**config.mk**
```make
export PLATFORM = sky130hd
export DESIGN_NAME = crc_stream
export DESIGN_NICKNAME = d
export VERILOG_FILES = /design/src/rtl/crc_stream_pkg.sv /design/src/rtl/crc_stream_step.sv /design/src/rtl/crc_stream.sv
export SDC_FILE = /design/constraint.sdc
export NUM_CORES = 1
export LEC_CHECK = 0
export ABC_AREA = 0
export BUFFER_PORTS_ARGS = -buffer_cell sky130_fd_sc_hd__buf_2
export CORE_ASPECT_RATIO = 0.5
export CORE_MARGIN = 1.5
export CORE_UTILIZATION = 45
export CTS_CLUSTER_SIZE = 40
export DETAILED_ROUTE_END_ITERATION = 10
export SLEW_MARGIN = 20
export SYNTH_ARGS = -nofsm -noshare
export SYNTH_HDL_FRONTEND = slang
export SYNTH_HIERARCHICAL = 1
export SYNTH_SLANG_ARGS = --single-unit
```
**constraint.sdc**
```tcl
create_clock -name clk -period 1.85 [get_ports clk]
set_input_delay 0.0925 -clock clk [delete_from_list [all_inputs] [get_ports clk]]
set_output_delay 0.0925 -clock clk [all_outputs]
set_load 0.03 [all_outputs]
```
**src/rtl/crc_stream_pkg.sv**
```systemverilog
// Shared constants and FSM state type for the streaming CRC engine.
package crc_stream_pkg;

  localparam logic [31:0] CRC32_POLY    = 32'h04C11DB7;
  localparam logic [31:0] CRC32_INIT    = 32'hFFFFFFFF;
  localparam logic [31:0] CRC32_XOR_OUT = 32'hFFFFFFFF;
  localparam logic [31:0] CRC32_RESIDUE = 32'hDEBB20E3;

  typedef enum logic [1:0] {
    CRC_STATE_IDLE  = 2'd0,
    CRC_STATE_ACCUM = 2'd1,
    CRC_STATE_SHIFT = 2'd2
  } crc_state_e;

endpackage

```
**src/rtl/crc_stream_step.sv**
```systemverilog
// Combinational CRC update: folds one IN_WIDTH-bit beat into the running register.
module crc_step #(
  parameter int unsigned        CRC_LEN  = 32,
  parameter logic [CRC_LEN-1:0] POLY     = 32'h04C11DB7,
  parameter int unsigned        IN_WIDTH = 2,
  parameter int unsigned        REFLECT  = 1
) (
  input  logic [CRC_LEN-1:0]  crc_in,
  input  logic [IN_WIDTH-1:0] din,
  output logic [CRC_LEN-1:0]  crc_out
);

  function automatic logic [CRC_LEN-1:0] reflect(input logic [CRC_LEN-1:0] v);
    logic [CRC_LEN-1:0] r;
    r = '0;
    for (int unsigned i = 0; i < CRC_LEN; i++) r[i] = v[CRC_LEN-1-i];
    return r;
  endfunction

  // Reflected mode keeps the register bit-reversed so the LSB is the feedback tap.
  localparam logic [CRC_LEN-1:0] POLY_R = reflect(POLY);

  logic [CRC_LEN-1:0] r;
  logic               fb;

  always_comb begin
    r  = crc_in;
    fb = 1'b0;
    for (int unsigned i = 0; i < IN_WIDTH; i++) begin
      if (REFLECT != 0) begin
        fb = r[0] ^ din[i];
        r  = (r >> 1) ^ (fb ? POLY_R : '0);
      end else begin
        fb = r[CRC_LEN-1] ^ din[IN_WIDTH-1-i];
        r  = (r << 1) ^ (fb ? POLY : '0);
      end
    end
    crc_out = r;
  end

endmodule

```
**src/rtl/crc_stream.sv**
```systemverilog
// Streaming CRC engine: accumulate, shift FCS out under flow control, residue check.
// Optional residue comparator enabled by defining CRC_STREAM_CHECK_EN.
module crc_stream
  import crc_stream_pkg::*;
#(
  parameter int unsigned        CRC_LEN  = 32,
  parameter logic [CRC_LEN-1:0] POLY     = CRC32_POLY,
  parameter logic [CRC_LEN-1:0] INIT     = CRC32_INIT,
  parameter logic [CRC_LEN-1:0] XOR_OUT  = CRC32_XOR_OUT,
  parameter int unsigned        IN_WIDTH = 2,
  parameter int unsigned        REFLECT  = 1,
  parameter logic [CRC_LEN-1:0] RESIDUE  = CRC32_RESIDUE
) (
  input  logic                clk,
  input  logic                rst_n,
  input  logic                start,
  input  logic                inclk,
  input  logic [IN_WIDTH-1:0] in,
  input  logic                in_done,
  input  logic                shift,
  input  logic                readclk,
  output logic                outclk,
  output logic [IN_WIDTH-1:0] out,
  output logic [CRC_LEN-1:0]  crc,
  output logic                busy,
  output logic                done,
  output logic                ok,
  output logic                err
);

  localparam int unsigned NCHUNK = CRC_LEN / IN_WIDTH;
  localparam int unsigned CNT_W  = $clog2(NCHUNK + 1);

  crc_state_e         state_q, state_d;
  logic [CRC_LEN-1:0] crc_reg_q, crc_reg_d;
  logic [CRC_LEN-1:0] sr_q, sr_d;
  logic [CNT_W-1:0]   cnt_q, cnt_d;
  logic               outclk_q, outclk_d;
  logic               done_q, done_d;
  logic               check_d;
  logic [CRC_LEN-1:0] step_crc, acc_crc;

  crc_step #(
    .CRC_LEN (CRC_LEN),
    .POLY    (POLY),
    .IN_WIDTH(IN_WIDTH),
    .REFLECT (REFLECT)
  ) u_step (
    .crc_in (crc_reg_q),
    .din    (in),
    .crc_out(step_crc)
  );

  always_comb begin
    // A beat arriving with in_done/shift is folded in before the check or FCS load.
    acc_crc   = inclk ? step_crc : crc_reg_q;
    state_d   = state_q;
    crc_reg_d = crc_reg_q;
    sr_d      = sr_q;
    cnt_d     = cnt_q;
    outclk_d  = 1'b0;
    done_d    = 1'b0;
    check_d   = 1'b0;
    if (start) begin
      state_d   = CRC_STATE_ACCUM;
      crc_reg_d = INIT;
    end else begin
      case (state_q)
        CRC_STATE_ACCUM: begin
          crc_reg_d = acc_crc;
          if (in_done) begin
            state_d = CRC_STATE_IDLE;
            check_d = 1'b1;
          end else if (shift) begin
            state_d  = CRC_STATE_SHIFT;
            sr_d     = acc_crc ^ XOR_OUT;
            cnt_d    = CNT_W'(NCHUNK);
            outclk_d = 1'b1;
          end
        end
        CRC_STATE_SHIFT: begin
          if (readclk) begin
            sr_d  = (REFLECT != 0) ? (sr_q >> IN_WIDTH) : (sr_q << IN_WIDTH);
            cnt_d = cnt_q - CNT_W'(1);
            if (cnt_q == CNT_W'(1)) begin
              state_d = CRC_STATE_IDLE;
              done_d  = 1'b1;
            end else begin
              outclk_d = 1'b1;
            end
          end
        end
        default: ;
      endcase
    end
  end

  always_ff @(posedge clk) begin
    if (!rst_n) begin
      state_q   <= CRC_STATE_IDLE;
      crc_reg_q <= INIT;
      sr_q      <= '0;
      cnt_q     <= '0;
      outclk_q  <= 1'b0;
      done_q    <= 1'b0;
    end else begin
      state_q   <= state_d;
      crc_reg_q <= crc_reg_d;
      sr_q      <= sr_d;
      cnt_q     <= cnt_d;
      outclk_q  <= outclk_d;
      done_q    <= done_d;
    end
  end

`ifdef CRC_STREAM_CHECK_EN
  logic ok_q, ok_d, err_q, err_d;

  always_comb begin
    ok_d  = check_d && (acc_crc == RESIDUE);
    err_d = check_d && (acc_crc != RESIDUE);
  end

  always_ff @(posedge clk) begin
    if (!rst_n) begin
      ok_q  <= 1'b0;
      err_q <= 1'b0;
    end else begin
      ok_q  <= ok_d;
      err_q <= err_d;
    end
  end

  always_comb begin
    ok  = ok_q;
    err = err_q;
  end
`else
  logic unused_check;

  always_comb begin
    unused_check = check_d ^ (^RESIDUE);
    ok           = 1'b0;
    err          = 1'b0;
  end
`endif

  always_comb begin
    outclk = outclk_q;
    done   = done_q;
    busy   = (state_q != CRC_STATE_IDLE);
    crc    = crc_reg_q ^ XOR_OUT;
    out    = '0;
    if (state_q == CRC_STATE_SHIFT)
      out = (REFLECT != 0) ? sr_q[IN_WIDTH-1:0] : sr_q[CRC_LEN-1 -: IN_WIDTH];
  end

endmodule

```
==> flow_summary_export.csv <==
group,metric,value,unit
run_status,status,"complete, no violations",
global_routing,grt_usage,0.1807,
routing,vias,2965,
yosys,synth_edf_count,0,
clock_network,ctsLongestPathBuffers,2,
timing,finalClockSkew,0.005915,ns
timing,setup_ws,0.1184,ns
clock_network,cts_hold_buf,0,
min_path,worst_hold_startpoint,"in_done",
yosys,synthFlopType,"dfxtp_1",
placement,post-place-cells,579,
run,maxCapViolations,0,
clock_network,clk-insertion-delay-late,0.33,ns
routing,first_pass_iters,5,
min_path,hp-class,"in2reg",
critical_path,setup.worst_path.end_class,"primary output",
floorplanning,initial_utilization,0.4617,
floorplanning,die_h,69.61,µm
clock_network,h-tree-depth,3,
clock_network,cts.sinks,73,
critical_path,crit_path_start_kind,"flop",
floorplanning,coreArea,8648,µm²
routing,routedWlPerCell,13.27,µm
final_layout,syn_to_final_growth,14.16,%
floorplanning,dieArea,9481,µm²
global_routing,grt_overflow,0,
critical_path,crit_fanout,47,
final_layout,drive_above_1_share,0.1702,
clock_network,post_cts_resized,0,
routing,drc,0,
yosys,synth_cells,452,
yosys,ys_async_sr_fraction,0,
yosys,synth.distinct_cells,39,
yosys,ys_warn_count,6,
critical_path,crit_path_cell_trace,"inv_1 > ha_2 > buf_12 > and2_1 > buf_2",
timing,setup_viol,0,
power,power.density,848.3,nW/µm²
clock_network,cts_root_buf,"clkbuf_16",
placement,hpwl,4793,µm
timing,hold_viol_final,0,
global_routing,grt_start_max_net_pins,48,
clock_network,numCtsBuffers,9,
floorplanning,rows,24,
global_routing,grt_pass1_vias,2739,
power,p_total,0.003867,W
timing,rsz0062_at_grt,"false",
timing,fin_crit,1.732,ns
routing,vias_per_cell,5.000,
critical_path,startpoint,"state_q[0]",
floorplanning,io_pins,48,
timing,tns,0,ns
placement,io_buffers,45,
yosys,yosys_register_bits,73,
clock_network,cts_setup_buffers,0,
routing,drt_iter0_markers,171,
final_layout,antenna_cells,0,
power,peakVddDrop,0.5357,mV
routing,wirelength,7870,µm
critical_path,cp_slowest_stage_delay,0.32,ns
final_layout,nNetsFinal,487,
clock_network,tritoncts,"yes",
final_layout,stdcell_count,593,
critical_path,critPathKind,"reg2out",
critical_path,slowest_stage,"dfxtp_1",
critical_path,crit_arrival,1.64,ns
final_layout,fin_util,0.5271,
routing,ant_nets,0,
placement,place_congestion,0.7236,
critical_path,reg2reg_from,"state_q[0]",
power,p_leak,2.451,nW
timing,drv_slew,0,
yosys,syn_area_per_cell,8.833,µm²
clock_network,clkSlewWorstSetupHoldPaths,0.05,ns
yosys,syn_area,3993,µm²
placement,dp_slack,0.1343,ns
floorplanning,die_x,136.2,µm
critical_path,cp.required,1.76,ns
timing,min_period_over_period,0.9360,
timing,fmax,0.5775,GHz
global_routing,antenna_found_initial,0,
yosys,synth-seq-area-share,0.3660,
global_routing,grt_pass1_wl,13410,µm
[critical path, delay by kind of cell (launching register included)]
| kind | cells | cell delay (ns) |
|---|---|---|
| buf+inv | 3 | 0.54 |
| flops | 1 | 0.32 |
| fa+ha+maj | 1 | 0.22 |
| simple gates | 1 | 0.17 |
[sequential cells by signal, indices dropped and copies added, names as in the netlist]
name,cells
state_q,2
crc_reg_q,32
cnt_q,5
done,1
sr_q,32
outclk,1
[path summary, 6_finish.rpt]
check	endpoint	slack, ns	cells past startpoint
max	out[0]	0.12	5
min	state_q[1]	0.06	3
min reg2reg	sr_q[30]	0.47	2
max reg2reg	cnt_q[4]	0.15	6
[synthesized netlist by cell type (all sizes together) (2+ instances only)]
cell    number  area [µm²]
nand2      102       382.9
dfxtp       73        1461
mux2i       63       630.6
inv         39       146.4
o21ai       35       175.2
buf         30       210.2
o211a       30       300.3
clkbuf      17       63.81
xnor2       15       138.9
a21boi       7       52.55
xor3         6       157.7
ha           5       62.56
nor2b        4       25.02
nand3b       3       22.52
and2         2       12.51
nand4b       2       17.52
nor3         2       10.01
[final cells by class]
class                      instances  area (µm²)
inverter                          39       146.4
sequential                        73        1461
fill                             865        4090
clock buffer                      10       239.0
timing repair buffer              56       382.9
tap                              117       146.4
multi-input combinational        294        2137
clock inverter                     4       45.04
[cell families (layout without fill, tap and decap cells)]
group / after synthesis / count (layout) / share of synthesized area
AO/OA/AOI/OAI: 79 / 79 / 0.1467
XOR/XNOR: 22 / 22 / 0.07647
adder cells (fa/ha/maj): 5 / 5 / 0.01567
buffers and inverters: 86 / 109 / 0.1053
flip-flops: 73 / 73 / 0.3660
multiplexers: 63 / 63 / 0.1579
other: 1 / 2 / 0.0009392
AND/OR/NAND/NOR: 123 / 123 / 0.1310
[layout by cell type, fill, tap and decap left out, types with 4 or more instances in the layout]
cell type	count
nand2_1	102
dfxtp_1	73
mux2i_1	63
buf_2	45
inv_1	39
o21ai_0	35
o211a_1	30
xnor2_1	13
clkbuf_16	9
buf_12	6
buf_4	5
a21boi_0	4
xor3_4	4
[power breakdown]
part / internal, W / switching, W
clock network: 0.00106 / 0.000624
registers: 0.00164 / 0.0000414
logic: 0.000219 / 0.000284
[layer usage]
layer  wire, µm  global-route usage
met1       4134              0.2587
met2       3289              0.2609
met3        387             0.05409
met4         59             0.05319
met5          0                   0
[per-stage QoR]
stage                     instance area, µm²  hold slack, ns
after floorplan                         3996          0.1989
after global placement                  4274          0.3974
after detailed placement                4274          0.3936
after CTS                               4558         0.04553
after global routing                    4558         0.07203
final                                   4558         0.05791
No activity file was read; power rests on OpenSTA's default activity.
